File: config.mk
export PLATFORM = sky130hd
export DESIGN_NAME = updown_counter_bank
export DESIGN_NICKNAME = d
export VERILOG_FILES = /design/src/rtl/updown_counter_bank.sv
export SDC_FILE = /design/constraint.sdc
export NUM_CORES = 1
export LEC_CHECK = 0
export ABC_CLOCK_PERIOD_IN_PS = 6600
export BUFFER_PORTS_ARGS = -buffer_cell sky130_fd_sc_hd__clkbuf_2
export CAP_MARGIN = 20
export CORE_ASPECT_RATIO = 0.8
export CORE_MARGIN = 5
export CORE_UTILIZATION = 52
export CTS_BUF_LIST = sky130_fd_sc_hd__clkbuf_8 sky130_fd_sc_hd__clkbuf_16
export DETAILED_ROUTE_END_ITERATION = 12
export PLACE_DENSITY = 0.76
export SLEW_MARGIN = 40
export SYNTH_ARGS = -nofsm -noshare
export SYNTH_HDL_FRONTEND = slang
export SYNTH_SLANG_ARGS = --single-unit
File: constraint.sdc
create_clock -name i_clk -period 6.6 [get_ports i_clk]
set_input_delay 0.66 -clock i_clk [delete_from_list [all_inputs] [get_ports i_clk]]
set_output_delay 0.66 -clock i_clk [all_outputs]
set_load 0.01 [all_outputs]
File: src/rtl/updown_counter_bank.sv
// updown_counter_bank: a bank of CHANNELS independent up/down counters.
// Each channel has its own programmable limit (range 0..limit), wrap or
// saturate behaviour, a synchronous clamped load and a combinational
// terminal count. A channel can also be cascaded so that it steps only
// when its lower neighbour carries.
// Optional macro: UDCNT_BANK_SVA_EN compiles in the embedded property
// checker (udcnt_bank_sva). When it is undefined the RTL is identical
// and carries no assertion code.
module updown_counter_bank #(
  parameter int WIDTH    = 8,
  parameter int CHANNELS = 4
) (
  input  logic                      i_clk,
  input  logic                      i_rst_n,
  input  logic [CHANNELS-1:0]       i_en,
  input  logic [CHANNELS-1:0]       i_up_down,
  input  logic [CHANNELS-1:0]       i_load,
  input  logic [CHANNELS*WIDTH-1:0] i_load_value,
  input  logic [CHANNELS*WIDTH-1:0] i_limit,
  input  logic [CHANNELS-1:0]       i_sat_mode,
  input  logic [CHANNELS-1:0]       i_cascade,
  output logic [CHANNELS*WIDTH-1:0] o_count,
  output logic [CHANNELS-1:0]       o_tc,
  output logic [CHANNELS-1:0]       o_wrap
);

  localparam logic [WIDTH-1:0] ZERO = {WIDTH{1'b0}};
  localparam logic [WIDTH-1:0] ONE  = WIDTH'(1'b1);

  // Channel 0 has no lower neighbour, so its cascade bit has no meaning.
  logic w_unused_cascade0;
  assign w_unused_cascade0 = i_cascade[0];

`ifdef UDCNT_BANK_SVA_EN
  logic [CHANNELS-1:0] w_step_v;
  logic [CHANNELS-1:0] w_carry_v;
`endif

  genvar g;
  for (g = 0; g < CHANNELS; g++) begin : gen_ch
    logic [WIDTH-1:0] w_cnt;
    logic [WIDTH-1:0] w_lim;
    logic [WIDTH-1:0] w_ldv;
    logic [WIDTH-1:0] w_next;
    logic             w_chain_ok;
    logic             w_step;
    logic             w_tc;
    logic             w_carry;
    logic             w_wrap_next;
    logic [WIDTH-1:0] r_cnt;
    logic             r_wrap;

    assign w_cnt = r_cnt;
    assign w_lim = i_limit[g*WIDTH +: WIDTH];
    assign w_ldv = i_load_value[g*WIDTH +: WIDTH];

    // The carry chain ripples combinationally from the lower neighbour.
    if (g == 0) begin : gen_head
      assign w_chain_ok = 1'b1;
    end else begin : gen_link
      assign w_chain_ok = !i_cascade[g] || gen_ch[g-1].w_carry;
    end

    assign w_step      = i_en[g] && w_chain_ok;
    // A count above a freshly lowered limit matches neither term, so tc is 0.
    assign w_tc        = (i_up_down[g] && (w_cnt == w_lim)) ||
                         (!i_up_down[g] && (w_cnt == ZERO));
    assign w_carry     = w_step && !i_load[g] && w_tc;
    assign w_wrap_next = w_carry && !i_sat_mode[g];

    // Next count: clamped load first, then pull-back, step, wrap or hold.
    always_comb begin
      w_next = w_cnt;
      if (i_load[g]) begin
        w_next = (w_ldv > w_lim) ? w_lim : w_ldv;
      end else if (w_step) begin
        if (w_cnt > w_lim) begin
          w_next = w_lim;
        end else if (i_up_down[g]) begin
          if (w_cnt < w_lim) begin
            w_next = w_cnt + ONE;
          end else if (!i_sat_mode[g]) begin
            w_next = ZERO;
          end else begin
            w_next = w_cnt;
          end
        end else begin
          if (w_cnt != ZERO) begin
            w_next = w_cnt - ONE;
          end else if (!i_sat_mode[g]) begin
            w_next = w_lim;
          end else begin
            w_next = w_cnt;
          end
        end
      end else begin
        w_next = w_cnt;
      end
    end

    // Count and wrap-pulse registers; reset clears both immediately.
    always_ff @(posedge i_clk or negedge i_rst_n) begin
      if (!i_rst_n) begin
        r_cnt  <= ZERO;
        r_wrap <= 1'b0;
      end else begin
        r_cnt  <= w_next;
        r_wrap <= w_wrap_next;
      end
    end

    assign o_count[g*WIDTH +: WIDTH] = r_cnt;
    assign o_tc[g]                   = w_tc;
    assign o_wrap[g]                 = r_wrap;

`ifdef UDCNT_BANK_SVA_EN
    assign w_step_v[g]  = w_step;
    assign w_carry_v[g] = w_carry;
`endif
  end

`ifdef UDCNT_BANK_SVA_EN
  udcnt_bank_sva #(.WIDTH(WIDTH), .CHANNELS(CHANNELS)) u_sva (
    .i_clk       (i_clk),
    .i_rst_n     (i_rst_n),
    .i_up_down   (i_up_down),
    .i_load      (i_load),
    .i_load_value(i_load_value),
    .i_limit     (i_limit),
    .i_sat_mode  (i_sat_mode),
    .i_cascade   (i_cascade),
    .i_step      (w_step_v),
    .i_carry     (w_carry_v),
    .i_count     (o_count),
    .i_tc        (o_tc),
    .i_wrap      (o_wrap)
  );
`endif

endmodule

`ifdef UDCNT_BANK_SVA_EN
// Property checker for the counter bank, one set of properties per channel.
module udcnt_bank_sva #(
  parameter int WIDTH    = 8,
  parameter int CHANNELS = 4
) (
  input logic                      i_clk,
  input logic                      i_rst_n,
  input logic [CHANNELS-1:0]       i_up_down,
  input logic [CHANNELS-1:0]       i_load,
  input logic [CHANNELS*WIDTH-1:0] i_load_value,
  input logic [CHANNELS*WIDTH-1:0] i_limit,
  input logic [CHANNELS-1:0]       i_sat_mode,
  input logic [CHANNELS-1:0]       i_cascade,
  input logic [CHANNELS-1:0]       i_step,
  input logic [CHANNELS-1:0]       i_carry,
  input logic [CHANNELS*WIDTH-1:0] i_count,
  input logic [CHANNELS-1:0]       i_tc,
  input logic [CHANNELS-1:0]       i_wrap
);
  localparam logic [WIDTH-1:0] ZERO = {WIDTH{1'b0}};
  localparam logic [WIDTH-1:0] ONE  = WIDTH'(1'b1);

  genvar g;
  for (g = 0; g < CHANNELS; g++) begin : gen_chk
    logic [WIDTH-1:0] c;
    logic [WIDTH-1:0] l;
    logic [WIDTH-1:0] v;
    logic             ld;
    logic             st;
    assign c  = i_count[g*WIDTH +: WIDTH];
    assign l  = i_limit[g*WIDTH +: WIDTH];
    assign v  = i_load_value[g*WIDTH +: WIDTH];
    assign ld = i_load[g];
    assign st = i_step[g] && !i_load[g];

    a_bound: assert property (@(posedge i_clk) disable iff (!i_rst_n)
      (ld || i_step[g]) |=> (c <= $past(l)));
    a_reset: assert property (@(posedge i_clk) disable iff (!i_rst_n)
      $rose(i_rst_n) |-> (c == ZERO) && !i_wrap[g]);
    a_inc: assert property (@(posedge i_clk) disable iff (!i_rst_n)
      (st && i_up_down[g] && (c < l)) |=> (c == $past(c) + ONE));
    a_dec: assert property (@(posedge i_clk) disable iff (!i_rst_n)
      (st && !i_up_down[g] && (c != ZERO) && (c <= l)) |=> (c == $past(c) - ONE));
    a_hold: assert property (@(posedge i_clk) disable iff (!i_rst_n)
      (!i_step[g] && !ld) |=> (c == $past(c)));
    a_load: assert property (@(posedge i_clk) disable iff (!i_rst_n)
      ld |=> (c == (($past(v) > $past(l)) ? $past(l) : $past(v))));
    a_wrap_up: assert property (@(posedge i_clk) disable iff (!i_rst_n)
      (i_carry[g] && !i_sat_mode[g] && i_up_down[g]) |=> (c == ZERO));
    a_wrap_dn: assert property (@(posedge i_clk) disable iff (!i_rst_n)
      (i_carry[g] && !i_sat_mode[g] && !i_up_down[g]) |=> (c == $past(l)));
    a_sat: assert property (@(posedge i_clk) disable iff (!i_rst_n)
      (i_carry[g] && i_sat_mode[g]) |=> (c == $past(c)));
    a_tc: assert property (@(posedge i_clk) disable iff (!i_rst_n)
      i_tc[g] == ((i_up_down[g] && (c == l)) || (!i_up_down[g] && (c == ZERO))));
    a_wrap_pulse: assert property (@(posedge i_clk) disable iff (!i_rst_n)
      1'b1 |=> (i_wrap[g] == $past(i_carry[g] && !i_sat_mode[g])));

    c_wrap_up: cover property (@(posedge i_clk) disable iff (!i_rst_n)
      i_carry[g] && !i_sat_mode[g] && i_up_down[g]);
    c_wrap_dn: cover property (@(posedge i_clk) disable iff (!i_rst_n)
      i_carry[g] && !i_sat_mode[g] && !i_up_down[g]);
    c_sat: cover property (@(posedge i_clk) disable iff (!i_rst_n)
      i_carry[g] && i_sat_mode[g]);
    c_load_step: cover property (@(posedge i_clk) disable iff (!i_rst_n)
      ld && i_step[g]);
    c_lowered: cover property (@(posedge i_clk) disable iff (!i_rst_n)
      st && (c > l));
    if (g >= 1) begin : gen_casc
      c_cascade2: cover property (@(posedge i_clk) disable iff (!i_rst_n)
        i_cascade[g] && i_carry[g] && i_carry[g-1]);
    end
  end
endmodule
`endif

After elaboration in Yosys (flattened, before gate mapping)
Cells that the tools add are included. W data, S select, Z words.

Flip-flop bits (word level): 36. Input port bits: 86. Output and inout port bits: 40.

Equality and inequality tests: 12. Reductions and logical operators: 61. Mux-type cells: 36. $lt $le $gt $ge: 12. Add/sub/neg operators: 8.

Operators with widths (number): $mux W8 (36); $gt A8 B8 Y1 (8); $ne A5 B3 Y1 const B (8); $add A8 B1 Y8 const B (4); $eq A8 B8 Y1 (4); $logic_not A8 Y1 (4); $lt A8 B8 Y1 (4); $reduce_bool A8 Y1 (4); $sub A8 B1 Y8 const B (4); $logic_and A1 B1 Y1 (23); $logic_not A1 Y1 (15); $reduce_and A3 Y1 (4); $reduce_bool A2 Y1 (4); $logic_or A1 B1 Y1 (7).

Depth between registers and ports, before layout
Gate-level depths: netlist of the first run.

Word-level depth: 17. Gate-level depth with buffers: 11.

Worst setup path after synthesis of the first run
OpenSTA, ideal clock, no wires.

Path type: input-to-reg. Start point: input port i_limit[3]. End point: register gen_ch[0].r_cnt[2]. Slack: 3.688 ns. Data arrival time: 2.790 ns. Path buffers: 2. Stages: 11. Path through: inv_1 ha_1 a211oi_1 or2_2 nand4_1 and2_1 clkbuf_1 or2_2 clkbuf_1 a221o_1 a32o_1.

Longest elaborated chain between the ends: 6. Elaborated cells between the ends (all ways): 12. Classes of those cells: order compare (3); eq/ne (2); mux (6); reduce/logical (1).

RTL lines: from (decl) (RTL line 19) `input logic [CHANNELS*WIDTH-1:0] i_limit,`; $lt A8 B8 Y1 (RTL line 80) `if (w_cnt < w_lim) begin`; $mux W8 (RTL line 80); $mux W8 (RTL line 79) `end else if (i_up_down[g]) begin`; $mux W8 (RTL line 77) `if (w_cnt > w_lim) begin`; $mux W8 (RTL line 76) `end else if (w_step) begin`; $mux W8 (RTL line 74) `if (i_load[g]) begin`; to (signal assigned) (RTL line 107) `r_cnt <= w_next;`; to (decl) (RTL line 50) `logic [WIDTH-1:0] r_cnt;`.

Parallel ways exist; a longest one is shown, timed or not. The select of a mux whose other input is x is not followed. A chain may end at the register's enable or synchronous reset.

Final worst setup path of the first run
Start point: register gen_ch[0].r_cnt[0]. End point: register gen_ch[3].r_cnt[4].

Longest elaborated chain between the ends: 16. Elaborated cells between the ends (all ways): 18. Classes of those cells: eq/ne (1); reduce/logical (17).

RTL lines: $eq A8 B8 Y1 / $logic_not A8 Y1 (equally long branches) (RTL line 66, 67); $logic_and A1 B1 Y1, on equally long branches (RTL line 66, 67); $logic_or A1 B1 Y1 * (RTL line 66) `assign w_tc = (i_up_down[g] && (w_cnt == w_lim)) ||`; $logic_and A1 B1 Y1 * (RTL line 68) `assign w_carry = w_step && !i_load[g] && w_tc;`; $logic_or A1 B1 Y1 * (RTL line 61) `assign w_chain_ok = !i_cascade[g] || gen_ch[g-1].w_carry;`; $logic_and A1 B1 Y1 * (RTL line 64) `assign w_step = i_en[g] && w_chain_ok;`; $logic_and A1 B1 Y1 * (2 in a row) (RTL line 68); $logic_or A1 B1 Y1 * (RTL line 61); $logic_and A1 B1 Y1 * (RTL line 64); $logic_and A1 B1 Y1 * (2 in a row) (RTL line 68); $logic_or A1 B1 Y1 * (RTL line 61); $logic_and A1 B1 Y1 * (RTL line 64); $reduce_bool A2 Y1 (no source line) *; $reduce_and A3 Y1 (no source line) *; to (signal assigned) (RTL line 107); to (decl) (RTL line 50).

Every way passes the cells marked *; elsewhere a longest branch is shown, timed or not.

==> results.md, run 1 <==
- Count leader, synth: ha_1
- Total wire length: 17.9 mm
- Die W: 127 um
- Post-synth top cells: ha_1, inv_1, nand2_1
- Reg2Reg Depth: 9
- Top-area cell type share of the netlist area: 0.168
- Comb pwr share: 0.574
- Clk slew on worst S/H paths: 0.06 ns
- Worst Setup EP: gen_ch[3].r_cnt[4]$_DFFE_PN0P_
- Synth Area in Simple Gates: 0.234
- Switching Share: 0.492
- Worst r2r src: gen_ch[0].r_cnt[0]$_DFFE_PN0P_
- Synth Instances: 742
- Max-slew violations: 0
- Post CTS Setup Buffer Count: 0
- Layout cell share with drive strength beyond 1: 0.194
- Clock Power Share: 0.161
- Adder-Cell Fraction of Synth Area: 0.168
- Internal power: 877 uW
- Least-Margin Pin Slew: 0.752 ns
- Die Y: 103 um
- Outcome: complete, no violations
- Post-CTS resize count: 0
- Hold crit path type: in2async
- Worst setup EP type: register
- Slew margin rel.: 0.494
- Routed vias: 6416
- Worst Path Max Fanout: 9
- Num CTS Buffers: 5
- Number of remaining DRC errors: 0
- Hpwl dp: 14.1 mm
- Worst VDD drop: 0.000111 V
- Final Hold Viols: 0
- Max cap viols: 0
- DRT iter0 DRCs: 729
- Vias in the first global route: 6054
- RR Endpoint: gen_ch[3].r_cnt[4]$_DFFE_PN0P_
- CP startpoint kind: register
- Fin crit share: 0.496
- Core ar.: 10800 sq um
- Crit Path Class: reg2reg
- Main synth FF type: dfrtp_1
- First-pass GRT wire length: 29.4 mm
- Clk_lat worst skew: 0.28 ns
- Main combinational cell family by area after synthesis: compound AO/OA/AOI/OAI gates
- Pwr Density: 268 nW/um^2
- Dominant cell type by area after synthesis: ha_1
- Reg2Reg Setup Slack: 3.32 ns
- Initial Utilization: 0.525
- Yosys warnings: 0
- Compound-Gate Fraction of Synth Area: 0.300
- CP Data Required Time: 6.76 ns
- Clk sinks: 36
- Post-route ant nets: 0
- Leak: 0.00310 uW
- Die area: 13100 sq um
- Total chip power: 1730 uW
- Drt pass-1 iters: 6
- CTS root buffer: clkbuf_16
- RSZ-0062 raised after global routing: false
- Site row count: 34
- Unique masters post-synth: 78
- Antenna fix cells: 0
- Antenna violations before repair: 0
- Final Skew: 0.00618 ns
- Fin util: 0.599
- Total track usage: 0.268
- Seq cells post-synth: 36
- Seq/Total Area, Yosys: 0.159
- Post-synthesis cell area: 5650 sq um
- IO Count: 126
- Setup_tns: 0 ns
- Final net count: 1000
- IO Port Bufs: 124
- Syn-to-layout area delta: 14.2%
- Post-synth EDFFs: 0
- Post-layout minimum cycle time: 3.28 ns
- RePlAce Congestion: 0.996
- Clock buffer depth: 2
- WP data arrival: 3.44 ns
- Async S/R FF share, synth: 1.00
- Mux share of post-synthesis cell area: 0.0445
- Sw Pwr: 850 uW
- Final setup vio count: 0
- Total gr overflow: 0
- Part of the power in registers: 0.265
- Fmax achieved: 0.305 GHz
- CTS tree: done
- Via-per-instance ratio: 6.53
- Post-synth net total: 904
- Synth area leaders: ha_1, dfrtp_1, a21oi_1
- Routed WL per cell: 18.2 um
- Largest net degree at the start of global routing: 37
- CTS hold repair buffers: 0
- Syn avg cell area: 7.62 sq um
- H-tree Lvls: 2
- Crit path from: gen_ch[0].r_cnt[0]$_DFFE_PN0P_
- Synth Area in XOR/XNOR: 0.0186
## power groups by stage
stage	clock (uW)	sequential [uW]	combinational [uW]
2_1_floorplan	0	394	721
3_3_place_gp	0	451	931
3_5_place_dp	0	456	964
4_1_cts	285	452	971
5_1_grt	293	473	1100
6_report	278	458	992
## cell usage in the layout, fill, tap and decap left out, types with 5 or more instances in the layout
cell | netlist | layout
o221ai_1 | 5 | 5
mux2_2 | 5 | 5
ha_1 | 76 | 76
xnor2_1 | 5 | 5
dfrtp_1 | 36 | 36
a31o_2 | 5 | 5
nand3_1 | 36 | 36
a21oi_1 | 53 | 53
and3_1 | 12 | 12
mux2i_1 | 12 | 12
mux2_4 | 5 | 5
a22o_1 | 10 | 10
o31ai_1 | 10 | 10
a22oi_1 | 9 | 9
nor3_1 | 11 | 10
inv_1 | 63 | 63
nand4_1 | 24 | 24
a211o_1 | 9 | 9
and2_1 | 9 | 9
nand2_1 | 63 | 63
nor2b_1 | 11 | 11
xor2_1 | 7 | 7
o211ai_1 | 10 | 10
nand2b_1 | 5 | 5
o22ai_1 | 9 | 9
nor3b_1 | 5 | 5
a221oi_1 | 6 | 6
or4_1 | 5 | 5
nor2_1 | 53 | 53
o21a_1 | 5 | 5
a21o_1 | 7 | 7
clkbuf_16 | 0 | 5
o21ai_0 | 34 | 34
a31oi_1 | 15 | 15
nor4_1 | 5 | 5
clkbuf_2 | 0 | 123
a32oi_1 | 6 | 6
or2_2 | 5 | 5
## how the worst min path moves through the flow
stage | end | cells after the start
after global placement | gen_ch[1].r_cnt[7]$_DFFE_PN0P_ | 2
after floorplan | gen_ch[0].r_cnt[0]$_DFFE_PN0P_ | 0
after global routing | gen_ch[2].r_cnt[6]$_DFFE_PN0P_ | 1
after detailed placement | gen_ch[2].r_cnt[7]$_DFFE_PN0P_ | 1
after CTS | gen_ch[1].r_cnt[7]$_DFFE_PN0P_ | 1
final | gen_ch[2].r_cnt[6]$_DFFE_PN0P_ | 1
## worst max-delay path, stage by stage (launching register included)
cell and delay (ns):
dfrtp_1 0.54, inv_1 0.19, ha_1 0.31, nand4_1 0.15, nor3_1 0.28, o311ai_1 0.26, o31ai_4 0.31, a41o_2 0.29
a31o_1 0.48, mux2_4 0.34
## registers in the layout, indices dropped and copies added (netlist names)
signal,flops
gen_ch.r_cnt,32
gen_ch.r_wrap,4
## layout make-up
cell class,count,area (sq um)
flip-flops and latches,36,901
clock buffers,5,125
well taps,144,180
clock inverters,3,42.5
fillers,992,4310
inverters,64,240
multi-input cells,607,4340
repair buffers,124,623
## metal layers
| layer | vias to the layer above | GRT usage | wire length (um) |
|---|---|---|---|
| li1 | 3024 | - | - |
| met1 | 2969 | 0.368 | 7720 |
| met2 | 386 | 0.433 | 8020 |
| met3 | 37 | 0.0539 | 1810 |
| met4 | 0 | 0.0725 | 336 |
| met5 | - | 0 | 0 |
## per-stage QoR
stage	hold slack, ns	instances	area [sq um]	worst slack [ns]
2_1_floorplan	0.364	742	5650	3.69
3_3_place_gp	0.668	975	6270	3.18
3_5_place_dp	0.673	975	6280	3.15
4_1_cts	0.415	983	6450	3.35
5_1_grt	0.446	983	6450	3.14
6_report	0.395	983	6450	3.32
## cell families after synthesis
| group | count (synthesis) |
|---|---|
| and+or+nand+nor | 257 |
| xor gates and xnor gates | 12 |
| muxes | 22 |
| DFF | 36 |
| adders and majority gates | 76 |
| AOI/OAI and AO/OA | 240 |
| buffers and inverters | 99 |
(Power assumes the default switching activity.)
==> inputs of run 2 (changes only) <==
--- a/config.mk
+++ b/config.mk
@@ -5,15 +5,15 @@
 export SDC_FILE = /design/constraint.sdc
 export NUM_CORES = 1
 export LEC_CHECK = 0
-export ABC_CLOCK_PERIOD_IN_PS = 6600
+export ABC_CLOCK_PERIOD_IN_PS = 2900
 export BUFFER_PORTS_ARGS = -buffer_cell sky130_fd_sc_hd__clkbuf_2
 export CAP_MARGIN = 20
 export CORE_ASPECT_RATIO = 0.8
 export CORE_MARGIN = 5
-export CORE_UTILIZATION = 52
+export CORE_UTILIZATION = 51
 export CTS_BUF_LIST = sky130_fd_sc_hd__clkbuf_8 sky130_fd_sc_hd__clkbuf_16
 export DETAILED_ROUTE_END_ITERATION = 12
-export PLACE_DENSITY = 0.76
+export PLACE_DENSITY = 0.78
 export SLEW_MARGIN = 40
 export SYNTH_ARGS = -nofsm -noshare
 export SYNTH_HDL_FRONTEND = slang
==> constraint.sdc (replaced) <==
create_clock -name i_clk -period 2.9 [get_ports i_clk]
set_input_delay 0.29 -clock i_clk [delete_from_list [all_inputs] [get_ports i_clk]]
set_output_delay 0.29 -clock i_clk [all_outputs]
set_load 0.01 [all_outputs]
==> run 2 against run 1 <==
  * Final cell count is 4.9% higher
  * Worst hold slack worse by 0.37 ns
  * Wire length grew 0.23%
  * Combinational power increased to 2.8 times the previous value
  * Non-clock buffer count increased by 48
  * Maximum frequency increased by 20%
  * Highest routed layer unchanged
==> results.md, run 2 (same netlist as run 1, synthesis figures left out) <==
- Worst Path Max Fanout: 7 (was 9)
- Leak: 0.00333 uW (was 0.00310 uW)
- Syn-to-layout area delta: 20.2% (was 14.2%)
- Die area: 13300 sq um (was 13100 sq um)
- Reg2Reg Depth: 10 (was 9)
- Final Worst Setup Slack: 0.163 ns (was 3.32 ns)
- Largest register FFs: 32 (unchanged)
- Max incr delay on CP: 0.53 ns (was 0.54 ns)
- Die Y: 104 um (was 103 um)
- Outcome: complete, no violations (unchanged)
- Commonest cells after routing, fill and taps aside: clkbuf_2, ha_1, inv_1, nand2_1 (unchanged)
- Largest regs: gen_ch.r_cnt (32), gen_ch.r_wrap (4) (unchanged)
- WP data arrival: 2.90 ns (was 3.44 ns)
- Antenna violations before repair: 0 (unchanged)
- Layout cell share with drive strength beyond 1: 0.234 (was 0.194)
- Core ar.: 10800 sq um (about the same)
- CTS hold repair buffers: 0 (unchanged)
- Final Skew: 0.0110 ns (was 0.00618 ns)
- Setup_tns: 0 ns (unchanged)
- Clk slew on worst S/H paths: 0.06 ns (about the same)
- Drt pass-1 iters: 8 (was 6)
- Number of remaining DRC errors: 0 (unchanged)
- IO Port Bufs: 124 (unchanged)
- CP startpoint kind: register (unchanged)
- Crit Path Class: reg2reg (unchanged)
- Total track usage: 0.263 (was 0.268)
- Worst path cell trace: inv_1 -> ha_1 -> nand4_1 -> nor3_1 -> o311ai_1 -> o31ai_4 -> a41o_2 -> a31o_1 -> buf_12 -> mux2_4 (was inv_1 -> ha_1 -> nand4_1 -> nor3_1 -> o311ai_1 -> o31ai_4 -> a41o_2 -> a31o_1 -> mux2_4)
- Fin crit share: 0.944 (was 0.496)
- H-tree Lvls: 2 (unchanged)
- Worst path buffer plus inverter count: 2 (was 1)
- CP Data Required Time: 3.06 ns (was 6.76 ns)
- Final net count: 1048 (was 1000)
- Internal power: 2160 uW (was 877 uW)
- Routed WL per cell: 17.4 um (was 18.2 um)
- Worst VDD drop: 0.000266 V (was 0.000111 V)
- Vias in the first global route: 5969 (was 6054)
- Initial Utilization: 0.521 (was 0.525)
- Via-per-instance ratio: 6.18 (was 6.53)
- Max-slew violations: 0 (unchanged)
- Switching Share: 0.478 (was 0.492)
- Critical-path top delay cell: o311ai_1 (was dfrtp_1)
- Max cap viols: 0 (unchanged)
- Top reg by flops: gen_ch.r_cnt (unchanged)
- Part of the power in registers: 0.197 (was 0.265)
- Largest net degree at the start of global routing: 37 (unchanged)
- Fmax achieved: 0.365 GHz (was 0.305 GHz)
- Routed vias: 6375 (was 6416)
- Post-placement worst setup slack: 0.0865 ns (was 3.15 ns)
- DRT iter0 DRCs: 656 (was 729)
- Family with the most delay on the worst path: compound AO/OA/AOI/OAI gates (unchanged)
- Clock buffer depth: 2 (unchanged)
- Worst path depth: 10 (was 9)
- Num CTS Buffers: 5 (unchanged)
- Post-route ant nets: 0 (unchanged)
- Final Hold Viols: 0 (unchanged)
- Least-Margin Pin Slew: 0.580 ns (was 0.752 ns)
- RSZ-0062 raised after global routing: false (unchanged)
- Die W: 128 um (was 127 um)
- Worst setup EP type: register (unchanged)
- Pwr Density: 607 nW/um^2 (was 268 nW/um^2)
- Total chip power: 4130 uW (was 1730 uW)
- Final setup vio count: 0 (unchanged)
- Clk sinks: 36 (unchanged)
- Site row count: 34 (unchanged)
- Hold crit path type: in2async (unchanged)
- Sw Pwr: 1970 uW (was 850 uW)
- Commonest non-fill, non-tap cell in the layout: clkbuf_2 (unchanged)
- Post-layout minimum cycle time: 2.74 ns (was 3.28 ns)
- Antenna fix cells: 0 (unchanged)
- RePlAce Congestion: 0.970 (was 0.996)
- Hpwl dp: 14.6 mm (was 14.1 mm)
- Total gr overflow: 0 (unchanged)
- Comb pwr share: 0.667 (was 0.574)
- Clock Power Share: 0.136 (was 0.161)
- IO Count: 126 (unchanged)
- Clk_lat worst skew: 0.29 ns (was 0.28 ns)
- Total wire length: 17.9 mm (about the same)
- First-pass GRT wire length: 29.5 mm (was 29.4 mm)
- CTS root buffer: clkbuf_16 (unchanged)
- Slew margin rel.: 0.603 (was 0.494)
- CTS tree: done (unchanged)
run 2: timing repair:
action,CTS,global route
hold endpoints to repair,0,0
setup endpoints to repair,0,2
resized for setup,0,0
setup buffers,0,1
run 2: per-stage QoR:
step                hold slack, ns   util  std cells  cell area, sq um
finish                      0.0235  0.626       1031              6790
floorplan                 -0.00559      -        742              5650
CTS                         0.0495  0.626       1030              6790
detailed placement           0.347  0.612       1022              6640
global route                0.0710  0.626       1031              6790
global placement             0.469  0.612       1022              6630
run 2: area by class of cell:
class / instances / area, sq um
Clock inverter: 2 / 11.3
Inverter: 64 / 240
Timing Repair Buffer: 172 / 996
Fill cell: 1055 / 4050
Multi-Input combinational cell: 607 / 4330
Clock buffer: 6 / 139
Sequential cell: 36 / 901
Tap cell: 144 / 180
run 2: metal layers:
metal | vias up | GRT usage | wire length [um]
met5 | - | 0 | 0
met1 | 2898 | 0.389 | 8260
li1 | 3111 | - | -
met3 | 32 | 0.0431 | 1630
met2 | 334 | 0.404 | 7760
met4 | 0 | 0.0485 | 274
run 2: final timing paths:
check / startpoint / to / slack, ns
max: gen_ch[0].r_cnt[0]$_DFFE_PN0P_ / gen_ch[3].r_cnt[4]$_DFFE_PN0P_ / 0.16
min: i_rst_n / gen_ch[1].r_cnt[7]$_DFFE_PN0P_ / 0.02
max reg2reg: gen_ch[0].r_cnt[0]$_DFFE_PN0P_ / gen_ch[3].r_cnt[4]$_DFFE_PN0P_ / 0.16
min reg2reg: gen_ch[1].r_cnt[1]$_DFFE_PN0P_ / gen_ch[1].r_cnt[1]$_DFFE_PN0P_ / 0.60
max in group asynchronous: i_rst_n / gen_ch[1].r_cnt[3]$_DFFE_PN0P_ / 2.51
min in group i_clk: i_sat_mode[2] / gen_ch[2].r_wrap$_DFF_PN0_ / 0.18
run 2: power by group through the flow:
| stage | combinational [uW] | clock [uW] | sequential [uW] |
|---|---|---|---|
| finish | 2750 | 560 | 813 |
| global route | 3030 | 594 | 829 |
| CTS | 2700 | 568 | 806 |
| detailed placement | 2690 | 0 | 815 |
| global placement | 2640 | 0 | 813 |
| floorplan | 1640 | 0 | 898 |
